`config.mk`:
```
export PLATFORM = sky130hd
export DESIGN_NAME = ps2_keyboard_rx_flat
export DESIGN_NICKNAME = d
export VERILOG_FILES = /design/src/rtl/ps2_keyboard_rx_if.sv /design/src/rtl/ps2_keyboard_rx.sv /design/src/flat_wrapper.sv
export SDC_FILE = /design/constraint.sdc
export NUM_CORES = 1
export LEC_CHECK = 0
export CORE_ASPECT_RATIO = 0.8
export CORE_MARGIN = 1
export CORE_UTILIZATION = 30
export DETAILED_ROUTE_END_ITERATION = 10
export SLEW_MARGIN = 25
export SYNTH_ARGS = -nofsm -noshare
export SYNTH_HDL_FRONTEND = slang
export SYNTH_SLANG_ARGS = --single-unit
```
`constraint.sdc`:
```
create_clock -name clk -period 5.4 [get_ports clk]
set_input_delay 0.81 -clock clk [delete_from_list [all_inputs] [get_ports clk]]
set_output_delay 0.81 -clock clk [all_outputs]
set_load 0.05 [all_outputs]
```
`src/rtl/ps2_keyboard_rx_if.sv`:
```
// Decoded keyboard outputs handed from the PS/2 receiver to the pong system block.
// The receiver drives through master; consumers read through slave.
interface ps2_keyboard_rx_if;
    logic [7:0] current_data;
    logic       extended;
    logic [7:0] code;
    logic       code_valid;
    logic       frame_err;

    modport master (
        output current_data,
        output extended,
        output code,
        output code_valid,
        output frame_err
    );

    modport slave (
        input current_data,
        input extended,
        input code,
        input code_valid,
        input frame_err
    );
endinterface

```
`src/rtl/ps2_keyboard_rx.sv`:
```
// PS/2 keyboard receiver: synchronizes and deglitches the raw pins, deframes bytes,
// and tracks the currently held key through E0/F0 prefix sequences.
module ps2_keyboard_rx #(
    parameter int FILTER_LEN     = 4,
    parameter int TIMEOUT_CYCLES = 5000
) (
    input  logic              clk,
    input  logic              reset,
    input  logic              ps2_clk,
    input  logic              ps2_data,
    ps2_keyboard_rx_if.master kb
);

    localparam int FW = $clog2(FILTER_LEN + 1);
    localparam int TW = $clog2(TIMEOUT_CYCLES + 1);

    typedef enum logic [1:0] {
        IDLE,
        DATA,
        PARITY,
        STOP
    } state_t;

    state_t         state;
    state_t         next_state;
    logic [1:0]     clk_sync;
    logic [1:0]     data_sync;
    logic           clk_filt;
    logic [FW-1:0]  filt_cnt;
    logic [TW-1:0]  to_cnt;
    logic [2:0]     bit_cnt;
    logic [7:0]     shreg;
    logic           parity_bit;
    logic           break_pend;
    logic           ext_pend;
    logic [7:0]     current_data_q;
    logic           extended_q;
    logic [7:0]     code_q;
    logic           code_valid_q;
    logic           frame_err_q;
    logic           fall;
    logic           data_bit;
    logic           frame_ok;
    logic           frame_bad;
    logic           timeout_hit;

    // Pins idle high, so the synchronizers and filter come out of reset at 1.
    always_ff @(posedge clk) begin
        if (reset) begin
            clk_sync  <= 2'b11;
            data_sync <= 2'b11;
            clk_filt  <= 1'b1;
            filt_cnt  <= '0;
        end else begin
            clk_sync  <= {clk_sync[0], ps2_clk};
            data_sync <= {data_sync[0], ps2_data};
            if (clk_sync[1] != clk_filt) begin
                if (filt_cnt == FW'(FILTER_LEN - 1)) begin
                    clk_filt <= clk_sync[1];
                    filt_cnt <= '0;
                end else begin
                    filt_cnt <= filt_cnt + 1'b1;
                end
            end else begin
                filt_cnt <= '0;
            end
        end
    end

    assign fall     = clk_filt && !clk_sync[1] && (filt_cnt == FW'(FILTER_LEN - 1));
    assign data_bit = data_sync[1];

    always_comb begin
        next_state  = state;
        frame_ok    = 1'b0;
        frame_bad   = 1'b0;
        timeout_hit = 1'b0;
        if (fall) begin
            unique case (state)
                IDLE:   if (!data_bit) next_state = DATA;
                DATA:   if (bit_cnt == 3'd7) next_state = PARITY;
                PARITY: next_state = STOP;
                STOP: begin
                    next_state = IDLE;
                    if (data_bit && (^{shreg, parity_bit})) frame_ok  = 1'b1;
                    else                                     frame_bad = 1'b1;
                end
                default: next_state = IDLE;
            endcase
        end else if (state != IDLE && to_cnt == TW'(TIMEOUT_CYCLES - 1)) begin
            // Registered pulse lands TIMEOUT_CYCLES clks after the fall, aligned like code_valid.
            timeout_hit = 1'b1;
            next_state  = IDLE;
        end
    end

    always_ff @(posedge clk) begin
        if (reset) begin
            state          <= IDLE;
            to_cnt         <= '0;
            bit_cnt        <= '0;
            shreg          <= '0;
            parity_bit     <= 1'b0;
            break_pend     <= 1'b0;
            ext_pend       <= 1'b0;
            current_data_q <= '0;
            extended_q     <= 1'b0;
            code_q         <= '0;
            code_valid_q   <= 1'b0;
            frame_err_q    <= 1'b0;
        end else begin
            state        <= next_state;
            code_valid_q <= frame_ok;
            frame_err_q  <= frame_bad || timeout_hit;

            if (fall)               to_cnt <= TW'(1);
            else if (state == IDLE) to_cnt <= '0;
            else                    to_cnt <= to_cnt + 1'b1;

            if (fall && state == IDLE) bit_cnt <= '0;
            if (fall && state == DATA) begin
                shreg   <= {data_bit, shreg[7:1]};
                bit_cnt <= bit_cnt + 1'b1;
            end
            if (fall && state == PARITY) parity_bit <= data_bit;

            if (timeout_hit) begin
                break_pend <= 1'b0;
                ext_pend   <= 1'b0;
            end

            if (frame_ok) begin
                code_q <= shreg;
                if (shreg == 8'hE0) begin
                    ext_pend <= 1'b1;
                end else if (shreg == 8'hF0) begin
                    break_pend <= 1'b1;
                end else if (break_pend) begin
                    // A release only clears the key if it names the key being held.
                    if (shreg == current_data_q && ext_pend == extended_q) begin
                        current_data_q <= 8'h00;
                        extended_q     <= 1'b0;
                    end
                    break_pend <= 1'b0;
                    ext_pend   <= 1'b0;
                end else begin
                    current_data_q <= shreg;
                    extended_q     <= ext_pend;
                    ext_pend       <= 1'b0;
                end
            end
        end
    end

    assign kb.current_data = current_data_q;
    assign kb.extended     = extended_q;
    assign kb.code         = code_q;
    assign kb.code_valid   = code_valid_q;
    assign kb.frame_err    = frame_err_q;

endmodule

```
`src/flat_wrapper.sv`:
```
// flat-port wrapper written by rule: the top's interface ports become plain ports
module ps2_keyboard_rx_flat 
#(
    parameter int FILTER_LEN     = 4,
    parameter int TIMEOUT_CYCLES = 5000
)
  (clk, reset, ps2_clk, ps2_data, kb_current_data, kb_extended, kb_code, kb_code_valid, kb_frame_err);
  ps2_keyboard_rx_if kb_i ();
  input  logic clk;
  input  logic reset;
  input  logic ps2_clk;
  input  logic ps2_data;
  output wire logic [$bits(kb_i.current_data)-1:0] kb_current_data;
  output wire logic [$bits(kb_i.extended)-1:0] kb_extended;
  output wire logic [$bits(kb_i.code)-1:0] kb_code;
  output wire logic [$bits(kb_i.code_valid)-1:0] kb_code_valid;
  output wire logic [$bits(kb_i.frame_err)-1:0] kb_frame_err;
  assign kb_current_data = kb_i.current_data;
  assign kb_extended = kb_i.extended;
  assign kb_code = kb_i.code;
  assign kb_code_valid = kb_i.code_valid;
  assign kb_frame_err = kb_i.frame_err;
  ps2_keyboard_rx #(.FILTER_LEN(FILTER_LEN), .TIMEOUT_CYCLES(TIMEOUT_CYCLES)) u_core (.clk(clk), .reset(reset), .ps2_clk(ps2_clk), .ps2_data(ps2_data), .kb(kb_i));
endmodule
```
==> metrics, run 1 <==
Worst Hold End=u_core.clk_sync[1]; Hold WS=417 ps; CP Max Fanout=12; Post-CTS Setup Inserts=0; critical path depth=7; register bit total from synthesis=56; Synth cell types=43; Port Buffers=22; Met1 Wirelength=2660 um; diode count=0; met3 WL=185 um; Final WS setup=~2500 ps; clock slew at reported path FFs=approximately 100 ps; DRT Pass-1 Iters=4; Critical Path Slowest Stage Cell=and3_1; row cnt=29; Max Root-Sink Buffers=2; total chip power=669 uW; CP Launch Type=flip-flop; reg2reg path depth=7; cell mode on critical path=ha_1; FF-to-FF End=u_core.kb.current_data[1]; gr usage total=0.127; Setup TNS Final=0 ps; routed wl met2=between 2000 and 2500 um; initial antenna violation count=0; largest net degree at the start of global routing=40; Final Skew=approximately 11 ps; Fmax achieved=348 MHz; hold path startpoint=u_core.clk_sync[0]; Post-Syn Area=2560 um^2; wire per inst=13.0 um; Worst-Margin Slew=525 ps; Clock Latency Late Sink=~310 ps; crit-path max cell delay=about 570 ps; Yosys warnings=0; Top delay family on crit path=simple AND/OR/NAND/NOR gates; Hold Vio Cnt, Final=0; leakage=just over 1 nW; # clock sinks=56; CP bufs+invs=0; crit share post-route=0.532; Mapped Cells=278; outcome=finished clean; Routability Congestion=0.816; vias in the first global route=~1900; CP startpoint=u_core.filt_cnt[0]; Worst Hold Class=reg -> reg; Iter 0 DRT Violations=95; dpl hpwl=3610 um; critical path class=reg -> reg; RSZ-0062 raised after global routing=no; Initial Util=0.316; CTS Hold Buffers Added=0; Vias=1932; peak supply drop=~0.086 mV; post_cts resized=0; Slew headroom=0.648; area delta synth->final=14.9%; Post-Place Setup Slack=2430 ps; Worst Hold Depth=1; FF-to-FF setup slack=2530 ps; cells along the critical path=ha_1 > ha_1 > and2_1 > nand3_1 > a41oi_1 > and3_1 > o32ai_1; worst path arrival time=3050 ps; power per cell area=228 nW/um^2; fill count=826; Slew Viols, Final=0; CP Capture Type=flip-flop; Routed Wire Length=approximately 5200 um; chip height=~85 um; Final min period=2870 ps; Vias per Instance=between 4 and 5; chip width=105 um; post-synthesis net count=293; Most used DFF post-synth=dfxtp_1; Top Metal Used=met4; total gr overflow=0; NumNets Final=between 300 and 400; Async S/R FF share, synth=0; CTS tree=yes; post-synthesis sequential area ratio=0.439; critical path required time=5570 ps; placed cell count=394; Cell Count, Final, Fillers Out=around 400; Setup Viol. Count Final=0; Max H-tree Level=2; Core Region=8090 um^2; DRC violations left=0; Syn Area/Cell=9.19 um^2; FF-to-FF Start=u_core.filt_cnt[0]; EDFF count, synth=0; first-pass GRT wire length=8980 um; CTS Root Cell=clkbuf_8; IO Pins=23; Max Cap Viol=0; die area=8900 um^2; Inserted Clock Buffers=5; proportion of layout cells with a drive suffix above 1=0.102; Antenna Nets Post-Route=0
-- through the flow --
step	cell area (um^2)	util
after floorplan	2560	-
after global placement	2840	0.351
after detailed placement	2840	0.351
after CTS	2940	0.363
after global routing	2940	0.363
final	2940	0.363
-- synthesized netlist by cell type, types with 5 or more instances --
cell type / count / area, um^2
nand2_1: 38 / 143
ha_1: 11 / 138
o32ai_2: 7 / 114
xor2_1: 9 / 78.8
a21oi_1: 15 / 75.1
inv_1: 15 / 56.3
nand3_1: 12 / 60.1
nor3_1: 8 / 40.0
clkbuf_1: 8 / 30.0
nand4_1: 5 / 31.3
xnor2_1: 16 / 140
dfxtp_1: 56 / 1120
nor2_1: 25 / 93.8
-- cell families after synthesis --
group,count (synthesis),synth area share
multiplexers,1,0.00440
flip-flops,56,0.439
buffers and inverters,31,0.0543
XOR/XNOR,28,0.108
adder cells (fa/ha/maj),11,0.0538
AO/OA/AOI/OAI,43,0.138
AND/OR/NAND/NOR,108,0.203
-- how the worst max path moves through the flow --
| stage | end | slack, ps |
|---|---|---|
| 2_1_floorplan | u_core.kb.current_data[0] | 3450 |
| 3_5_place_dp | u_core.to_cnt[2] | 2430 |
| 5_1_grt | u_core.kb.current_data[1] | 2330 |
| 3_3_place_gp | u_core.to_cnt[6] | 2510 |
| 4_1_cts | u_core.kb.current_data[1] | 2560 |
| 6_report | u_core.kb.current_data[1] | 2530 |
-- layout by cell type, fill, tap and decap left out, drive strengths merged, types with 5 or more instances in the layout --
cell and count:
dfxtp 56, nand2 38, nor2 25, clkdlybuf4s50 22
xnor2 17, inv 16, a21oi 15, nand3 12
ha 11, xor2 10, o32ai 9, nor3 8
clkbuf 6, nand4 5, a31o 5
-- worst register-to-register path: stages, from the launching register on --
cell	delay (ps)
dfxtp_1	350
ha_1	150
ha_1	270
and2_1	390
nand3_1	400
a41oi_1	480
and3_1	570
o32ai_1	140
-- layout make-up --
class,instances,area (um^2),area share
Clock inverter,2,13.8,0.00469
Tap cell,108,135,0.0460
Timing Repair Buffer,23,228,0.0775
Sequential cell,56,1120,0.382
Clock buffer,6,82.6,0.0281
Inverter,16,60.1,0.0205
Multi-Input combinational cell,191,1300,0.441
-- sequential cells by signal (all words and copies together) (netlist names) --
name,flops
u_core.break_pend,1
u_core.bit_cnt,3
u_core.clk_sync,2
u_core.to_cnt,13
u_core.data_sync,2
u_core.kb.frame_err,1
u_core.parity_bit,1
u_core.filt_cnt,3
u_core.state,2
u_core.kb.current_data,8
u_core.ext_pend,1
u_core.kb.code_valid,1
u_core.shreg,8
u_core.kb.extended,1
u_core.clk_filt,1
u_core.kb.code,8
-- metal layers --
metal,global-route usage,up-vias
met5,0,-
li1,-,978
met3,0.0318,2
met4,0.0384,0
met1,0.171,925
met2,0.200,27
-- power breakdown --
group          internal (mW)  switching, mW
clock                  0.105          0.136
sequential             0.414       0.000757
combinational        0.00408        0.00836
Note: power is estimated with default switching activity, not from simulation.
==> run 2, diff against run 1 <==
==> constraint.sdc (replaced) <==
create_clock -name clk -period 2.4 [get_ports clk]
set_input_delay 0.36 -clock clk [delete_from_list [all_inputs] [get_ports clk]]
set_output_delay 0.36 -clock clk [all_outputs]
set_load 0.05 [all_outputs]
==> run 2 against run 1 <==
Against the previous run: flip-flop and latch count did not move; routed wire length increased by 1.3%; non-clock buffer count is 10 higher; critical path depth is the same; worst hold slack worse by 2.1 ps; clock-buffer cell count shrank 1; fmax is 33% higher; sequential share of layout area is 0.78 points lower; sequential power is 130% higher; critical path type unchanged; combinational power is 140% higher.
==> metrics, run 2 (same netlist as run 1, synthesis figures left out) <==
Worst-Margin Slew=512 ps (was 525 ps); grt met2 use=0.202 (was 0.200); die area=8900 um^2 (unchanged); worst path arrival time=2410 ps (was 3050 ps); Max H-tree Level=2 (unchanged); Final min period=2160 ps (was 2870 ps); Reg with most FFs=u_core.to_cnt (unchanged); reg2reg path depth=7 (unchanged); Core Region=8090 um^2 (unchanged); initial antenna violation count=0 (unchanged); NumNets Final=318 (was 308); most common cell after layout, fill and taps aside=dfxtp_1 (unchanged); largest net degree at the start of global routing=39 (was 40); max reg flops=13 (unchanged); Net Sw Frac=0.222 (was 0.217); # clock sinks=56 (unchanged); critical path class=reg -> reg (unchanged); Slew headroom=0.658 (was 0.648); Routed Wire Length=5290 um (was 5220 um); CP Max Fanout=7 (was 12); Worst Hold Class=reg -> reg (unchanged); CTS Root Cell=clkbuf_8 (unchanged); met1 Use GR=0.182 (was 0.171); FF-to-FF Start=u_core.filt_cnt[0] (unchanged); total chip power=1.47 mW (was 669 uW); power per cell area=489 nW/um^2 (was 228 nW/um^2); met3 GRT Util=0.0342 (was 0.0318); Initial Util=0.316 (unchanged); chip height=84.6 um (unchanged); Inserted Clock Buffers=5 (unchanged); first-pass GRT wire length=9320 um (was 8980 um); Final Skew=4.00 ps (was 10.8 ps); critical path required time=2650 ps (was 5570 ps); diode count=0 (unchanged); GR peak layer=met2 (unchanged); vias in the first global route=1896 (was 1908); peak supply drop=0.219 mV (was 0.0859 mV); CP Capture Type=flip-flop (unchanged); gr usage total=0.132 (was 0.127); crit share post-route=0.899 (was 0.532); Vias per Instance=4.78 (was 4.81); Clock Latency Late Sink=310 ps (about the same); leakage=1.07 nW (was 1.03 nW); Routability Congestion=0.789 (was 0.816); most frequent cells in the layout=56 x dfxtp_1, 38 x nand2_1, 25 x nor2_1 (unchanged); row cnt=29 (unchanged); CTS tree=yes (unchanged); RSZ-0062 raised after global routing=no (unchanged); Gate power share=0.020 (was 0.019); CP Launch Type=flip-flop (unchanged); Max Cap Viol=0 (unchanged); CTS Hold Buffers Added=0 (unchanged); FF-to-FF setup slack=240 ps (was 2530 ps); IO Pins=23 (unchanged); outcome=finished clean (unchanged); Setup TNS Final=0 ps (unchanged); hold path startpoint=u_core.data_sync[0] (was u_core.clk_sync[0]); DRT Pass-1 Iters=4 (unchanged); wire per inst=12.9 um (was 13.0 um); total gr overflow=0 (unchanged); Port Buffers=22 (unchanged); Max Root-Sink Buffers=2 (unchanged); Vias=1965 (was 1932); sequential share of power=0.637 (was 0.621); CP startpoint=u_core.filt_cnt[0] (unchanged); proportion of layout cells with a drive suffix above 1=0.132 (was 0.102); chip width=105 um (unchanged); Switch Pwr=326 uW (was 145 uW); clock slew at reported path FFs=90 ps (was 100 ps); dpl hpwl=3750 um (was 3610 um); clock share of power=0.343 (was 0.361); Slew Viols, Final=0 (unchanged); Pint=1.14 mW (was 524 uW); Worst Hold Depth=1 (unchanged); area delta synth->final=17.3% (was 14.9%); Iter 0 DRT Violations=57 (was 95); DRC violations left=0 (unchanged); Hold Vio Cnt, Final=0 (unchanged); Fmax achieved=464 MHz (was 348 MHz); Antenna Nets Post-Route=0 (unchanged); Setup Viol. Count Final=0 (unchanged)
==> run 2: path summary, 6_finish.rpt <==
check	to
worst min-delay path	u_core.data_sync[1]
worst min register to register	u_core.data_sync[1]
worst max register to register	u_core.state[1]
worst max-delay path	u_core.state[1]
==> run 2: cell type report <==
cell class / count / area [um^2]
clock buffer: 5 / 68.8
clock inverter: 2 / 12.5
fill: 842 / 5090
inverter: 16 / 60.1
multi-input combinational: 191 / 1300
sequential: 56 / 1120
tap: 108 / 135
timing repair buffer: 33 / 303
==> run 2: power groups by stage <==
stage                     clock (mW)  combinational [mW]  sequential, mW
after floorplan                    0              0.0176           0.955
after global placement             0              0.0292           0.956
after detailed placement           0              0.0299           0.956
after CTS                      0.523              0.0299           0.934
after global routing           0.566              0.0328           0.935
final                          0.503              0.0298           0.934
==> run 2: repair_timing <==
action	in CTS	in global routing
buffers inserted	0	0
resized for setup	0	1
endpoints found under the hold margin	0	0
setup endpoints to repair	0	1
==> run 2: metal layers <==
layer / up-vias / part of all wire
li1: 999 / -
met1: 924 / 0.52
met2: 37 / 0.43
met3: 5 / 0.043
met4: 0 / 0.0076
met5: - / 0
==> run 2: critical path, stage by stage (launching register included) <==
cell,delay [ps]
dfxtp_1,330
ha_1,200
ha_1,260
a21oi_1,260
nand4_1,250
a32oi_1,340
mux2_2,380
nor2_1,70
==> run 2: per-stage QoR <==
stage | setup slack [ps] | hold WS [ps] | instance area (um^2) | std cells | utilization
CTS | 152 | 420 | 3000 | 411 | 0.370
global route | 116 | 433 | 3000 | 411 | 0.370
finish | 243 | 415 | 3000 | 411 | 0.370
global placement | 250 | 396 | 2920 | 404 | 0.360
floorplan | 446 | 389 | 2560 | 278 | -
detailed placement | 170 | 395 | 2920 | 404 | 0.360
